==> src/rtl/fcims_txn_ctrl.sv <==
// fcims_txn_ctrl
// Stock/till transaction controller. A request either takes items out of
// stock, which adds qty*uprice to the running total, or returns items to
// stock, which subtracts qty*uprice from the total. The price is formed by a
// 4-cycle shift-add multiplier. Any request that would wrap count or total is
// rejected with an error code. A rejected request leaves count and total as
// they were.
//
// Ports
//   clk          rising-edge clock for all state
//   reset        synchronous, active-high; clears all state and aborts work
//   load         loads count/total from load_ct/load_total (IDLE only)
//   load_ct      [3:0] initial stock count
//   load_total   [7:0] initial running total
//   req_valid    request present
//   req_ready    request can be accepted this cycle (IDLE and no load)
//   req_op       1 = take (stock down, total up), 0 = return
//   req_qty      [3:0] item quantity
//   req_uprice   [3:0] unit price
//   resp_valid   one-cycle pulse: result available
//   resp_err     [1:0] 00 ok, 01 stock underflow, 10 total underflow,
//                11 overflow
//   resp_price   [7:0] qty*uprice of the last completed request (held)
//   count        [3:0] registered stock count
//   total        [7:0] registered running total
//   empty        count == 0
//   busy         FSM not in IDLE
//
// Handshake: a request is accepted on a rising edge where req_valid and
// req_ready are both 1. The op, qty and uprice are captured on that edge and
// ignored afterwards. The response comes back as a single resp_valid pulse
// with no back-pressure, in the 6th cycle counted from the accept edge.
// A new request can be accepted every 7 cycles.

module fcims_txn_ctrl (
    input  logic       clk,
    input  logic       reset,
    input  logic       load,
    input  logic [3:0] load_ct,
    input  logic [7:0] load_total,
    input  logic       req_valid,
    output logic       req_ready,
    input  logic       req_op,
    input  logic [3:0] req_qty,
    input  logic [3:0] req_uprice,
    output logic       resp_valid,
    output logic [1:0] resp_err,
    output logic [7:0] resp_price,
    output logic [3:0] count,
    output logic [7:0] total,
    output logic       empty,
    output logic       busy
);

    typedef enum logic [1:0] {
        S_IDLE  = 2'd0,
        S_MUL   = 2'd1,
        S_CHECK = 2'd2,
        S_RESP  = 2'd3
    } state_t;

    state_t     r_state;
    logic       r_op;
    logic [3:0] r_qty;       // unshifted copy of qty for the check/update
    logic [3:0] r_mplier;    // qty, consumed LSB first
    logic [7:0] r_mcand;     // uprice, shifted left once per MUL cycle
    logic [7:0] r_prod;
    logic [1:0] r_mul_cnt;
    logic [3:0] r_count;
    logic [7:0] r_total;
    logic       r_resp_valid;
    logic [1:0] r_resp_err;
    logic [7:0] r_resp_price;

    logic       w_accept;
    logic [7:0] w_prod_next;
    logic [8:0] w_sum_total;
    logic [4:0] w_sum_count;
    logic [1:0] w_err;

    assign req_ready  = (r_state == S_IDLE) && !load;
    assign w_accept   = req_valid && req_ready;
    assign busy       = (r_state != S_IDLE);
    assign empty      = (r_count == 4'd0);
    assign count      = r_count;
    assign total      = r_total;
    assign resp_valid = r_resp_valid;
    assign resp_err   = r_resp_err;
    assign resp_price = r_resp_price;

    // The largest product is 15*15 = 225, so the 8-bit accumulator never
    // overflows.
    assign w_prod_next = r_prod + (r_mplier[0] ? r_mcand : 8'd0);

    // The sums are one bit wider than the operands. The top bit then flags a
    // result that would not fit in the register.
    assign w_sum_total = {1'b0, r_total} + {1'b0, r_prod};
    assign w_sum_count = {1'b0, r_count} + {1'b0, r_qty};

    // Error priority: for a take, a stock underflow is reported before a
    // total overflow. For a return, a count overflow is reported before a
    // total underflow.
    always_comb begin
        w_err = 2'b00;
        if (r_op) begin
            if (r_qty > r_count) begin
                w_err = 2'b01;
            end else if (w_sum_total[8]) begin
                w_err = 2'b11;
            end
        end else begin
            if (w_sum_count[4]) begin
                w_err = 2'b11;
            end else if (r_prod > r_total) begin
                w_err = 2'b10;
            end
        end
    end

    always_ff @(posedge clk) begin
        if (reset) begin
            r_state      <= S_IDLE;
            r_op         <= 1'b0;
            r_qty        <= 4'd0;
            r_mplier     <= 4'd0;
            r_mcand      <= 8'd0;
            r_prod       <= 8'd0;
            r_mul_cnt    <= 2'd0;
            r_count      <= 4'd0;
            r_total      <= 8'd0;
            r_resp_valid <= 1'b0;
            r_resp_err   <= 2'b00;
            r_resp_price <= 8'd0;
        end else begin
            r_resp_valid <= 1'b0;
            case (r_state)
                S_IDLE: begin
                    if (load) begin
                        r_count <= load_ct;
                        r_total <= load_total;
                    end else if (w_accept) begin
                        r_op      <= req_op;
                        r_qty     <= req_qty;
                        r_mplier  <= req_qty;
                        r_mcand   <= {4'd0, req_uprice};
                        r_prod    <= 8'd0;
                        r_mul_cnt <= 2'd0;
                        r_state   <= S_MUL;
                    end
                end
                S_MUL: begin
                    r_prod    <= w_prod_next;
                    r_mcand   <= {r_mcand[6:0], 1'b0};
                    r_mplier  <= {1'b0, r_mplier[3:1]};
                    r_mul_cnt <= r_mul_cnt + 2'd1;
                    if (r_mul_cnt == 2'd3) begin
                        r_state <= S_CHECK;
                    end
                end
                S_CHECK: begin
                    r_resp_valid <= 1'b1;
                    r_resp_err   <= w_err;
                    r_resp_price <= r_prod;
                    if (w_err == 2'b00) begin
                        if (r_op) begin
                            r_count <= r_count - r_qty;
                            r_total <= w_sum_total[7:0];
                        end else begin
                            r_count <= w_sum_count[3:0];
                            r_total <= r_total - r_prod;
                        end
                    end
                    r_state <= S_RESP;
                end
                S_RESP: begin
                    r_state <= S_IDLE;
                end
                default: begin
                    r_state <= S_IDLE;
                end
            endcase
        end
    end

endmodule

==> config.mk <==
export PLATFORM = sky130hd
export DESIGN_NAME = fcims_txn_ctrl
export DESIGN_NICKNAME = d
export VERILOG_FILES = /design/src/rtl/fcims_txn_ctrl.sv
export SDC_FILE = /design/constraint.sdc
export NUM_CORES = 1
export LEC_CHECK = 0
export ABC_AREA = 1
export ABC_CLOCK_PERIOD_IN_PS = 3500
export CORE_ASPECT_RATIO = 1.2
export CORE_MARGIN = 1.5
export CORE_UTILIZATION = 58
export CTS_BUF_LIST = sky130_fd_sc_hd__clkbuf_8
export DETAILED_ROUTE_END_ITERATION = 6
export PLACE_DENSITY = 0.84
export SYNTH_ARGS = -nofsm -noshare
export SYNTH_HDL_FRONTEND = slang
export SYNTH_SLANG_ARGS = --single-unit
==> constraint.sdc <==
create_clock -name clk -period 3.5 [get_ports clk]
set_clock_uncertainty 0.15 [all_clocks]
set_input_delay 0.35 -clock clk [delete_from_list [all_inputs] [get_ports clk]]
set_output_delay 0.35 -clock clk [all_outputs]
set_load 0.05 [all_outputs]
==> metrics.md <==
| Metric | Value |
|---|---|
| Status | finished clean |
| CP startpoint | count[0] |
| Initial core utilization | 59.24% |
| TritonCTS clock tree | done |
| R2R Setup Slk | 0.80 ns |
| FF-to-FF path depth | 13 |
| Clock network power share | 11.8% |
| Sw Ratio | 51.60% |
| First-pass GRT wire length | 15,060 um |
| Seq/Total Area, Yosys | 29.42% |
| RSZ-0062 raised after global routing | no |
| Post-CTS sizing | 0 |
| Final core occ | 69.84% |
| Number of library cell types mapped by synthesis | 36 |
| CP startpoint kind | flop |
| Synth top area share | 29.42% |
| Final net count | 631 |
| Most frequent cells in the layout | nand2_1, inv_1, dfxtp_1 |
| Inserted Diodes | 0 |
| Cts hold-fix bufs | 0 |
| Total number of yosys warnings | 0 |
| Post-Synthesis Cell Area | 3538 um^2 |
| Sink Count | 52 |
| Period Utilization, post-route | 77.06% |
| Final Routed Wirelength | 8759 um |
| I/O pin count | 51 |
| Hold wc startpoint | r_mul_cnt[0] |
| Fill cell count | 535 |
| Row count | 31 |
| Root buffer cell | clkbuf_8 |
| Synth area leaders | dfxtp_1, nand2_1, ha_1 |
| Slew margin rel. | 39.73% |
| TritonCTS Buffers | 5 |
| Max_cap viols | 0 |
| Initial antenna violation count | 0 |
| Total chip power | 0.003154 W |
| WL per Instance | 13.52 um |
| Power per cell area | 756.1 nW/um^2 |
| Hold Vio Cnt, Final | 0 |
| Yosys reg bits | 52 |
| Leak | 1.980 nW |
| Synthesis-to-layout area growth | 17.89% |
| Critical path arrival | 2.75 ns |
| Cell taking the most area after synthesis | dfxtp_1 |
| Pint | 0.001527 W |
| Gate power share | 59.9% |
| Gpl congestion | 0.9530 |
| Critical path class | reg -> reg |
| Syn_area_per_cell | 6.753 um^2 |
| Drt via density | 5.446 |
| Die area | 6580 um^2 |
| Worst-Margin Slew | 0.9030 ns |
| Max-slew violation count | 0 |
| Crit path max fanout | 14 |
| Crit path required time | 3.56 ns |
| Clock insertion delay at the later pin of the skew report | 0.31 ns |
| Initial DRC Count | 209 |
| GRT overflow | 0 |
| Pin count of the biggest net entering global routing | 31 |
| Psw | 0.001627 W |
| CTS Buffer Depth | 2 |
| Final HPWL DP | 6524 um |
| Vias in the first global route | 3,381 |
| Worst Hold Slack | 0.3184 ns |
| Min-delay worst type | reg -> reg |
| Clock transition at path regs | 0.10 ns |
| Vias | 3,529 |
| All-Layer GR Usage | 28.97% |
| Commonest non-fill, non-tap cell in the layout | nand2_1 |
| Setup TNS | 0 ns |
| Die Wd | 74.30 um |
| Length of the first detailed-routing pass in iterations | 5 |
| Minimum clock period | 2.697 ns |
| Synthesized net count | 590 |
| Core ar. | 5973 um^2 |
| Post-route ant nets | 0 |
| CP Capture Type | flop |
| Hold worst-path end | r_mul_cnt[0] |
| Hold Path Depth | 1 |
| Peak VDD IR | 478.6 uV |
| Port Buf Inserts | 50 |
| CTS HTree Levels | 2 |
| Worst R2R End | total[1] |
| Die Y | 88.56 um |
| Power share of the sequential group | 28.3% |
| Fmax | 370.7 MHz |
| Post-Synthesis Cells | 524 |
| Final Setup Violations | 0 |
| Critical R2R Launch | count[0] |
| Post-CTS Setup Bufs | 0 |
| # DRC | 0 |
| Layout cells sized above 1 | 7.244% |
[through the flow]
step,worst slack (ns),instances,cell area [um^2]
6_report,0.8027,648,4172
3_5_place_dp,0.9064,640,4075
3_3_place_gp,0.9959,640,4075
5_1_grt,0.4884,648,4172
4_1_cts,0.8550,648,4172
2_1_floorplan,0.8590,524,3538
[synth_stat cells, drive strengths merged]
library cell	instances
inv	59
a21oi	55
a211oi	2
xor2	1
and2	1
a31oi	7
clkinv	1
nor3	2
o21ai	45
ha	36
nand2	147
nand3	35
nor4	1
dfxtp	52
buf	7
o21bai	2
nor2	43
a21o	1
or2	5
fa	5
nand4	4
o22ai	1
clkbuf	12
[cells by family after synthesis]
logic type	synth area share [%]
XOR/XNOR	0.2476
AND/OR/NAND/NOR	28.32
adder cells (fa/ha/maj)	15.56
flip-flops	29.42
AO/OA/AOI/OAI	17.57
buffers and inverters	8.875
[worst max path at each step]
stage | to | cells after the start | slack (ns)
global route | total[1] | 13 | 0.49
floorplan | empty | 1 | 0.86
finish | total[1] | 13 | 0.80
detailed placement | count[1] | 13 | 0.91
global placement | count[1] | 13 | 1.0
CTS | count[1] | 13 | 0.85
[power groups by stage]
stage                     Clock [W]  Sequential, W  Combinational (W)
after global placement            0       0.000894            0.00182
after CTS                  0.000378       0.000890            0.00188
after detailed placement          0       0.000903            0.00186
final                      0.000373       0.000893            0.00189
after floorplan                   0        0.00117            0.00110
after global routing       0.000404       0.000912            0.00208
[critical path, cell delays in order (launching register included)]
cell,delay [ns]
dfxtp_1,0.40
inv_1,0.06
ha_1,0.23
fa_1,0.37
inv_1,0.07
nand3_1,0.09
a21oi_1,0.24
nand3_2,0.11
nand2_2,0.10
nand2_2,0.08
a21oi_4,0.38
o21ai_0,0.16
nand2_1,0.09
nor2_1,0.06
[per-layer routing]
layer / global-route usage [%] / vias up / part of all wire (%) / wire, um
li1: - / 1784 / - / -
met1: 35.20 / 1625 / 43 / 3771
met2: 51.62 / 105 / 52 / 4523
met3: 4.442 / 15 / 3.8 / 330
met4: 9.917 / 0 / 1.5 / 134
met5: 0 / - / 0 / 0
[final cells by class]
cell class	instances	area (um^2)	share of cell area [%]
well taps	82	102.6	2.459
inverters	60	225.2	5.399
repair buffers	53	523.0	12.54
clock inverters	2	13.76	0.3299
multi-input cells	393	2183	52.34
clock buffers	6	82.58	1.980
flip-flops and latches	52	1041	24.96
[registers in the layout, indices dropped and copies added (netlist names)]
signal,cells
r_prod,8
resp_price,8
r_op,1
resp_valid,1
r_mul_cnt,2
resp_err,2
count,4
total,8
r_state,2
r_mplier,4
r_mcand,8
r_qty,4
Power figures use the tool's default switching activity.
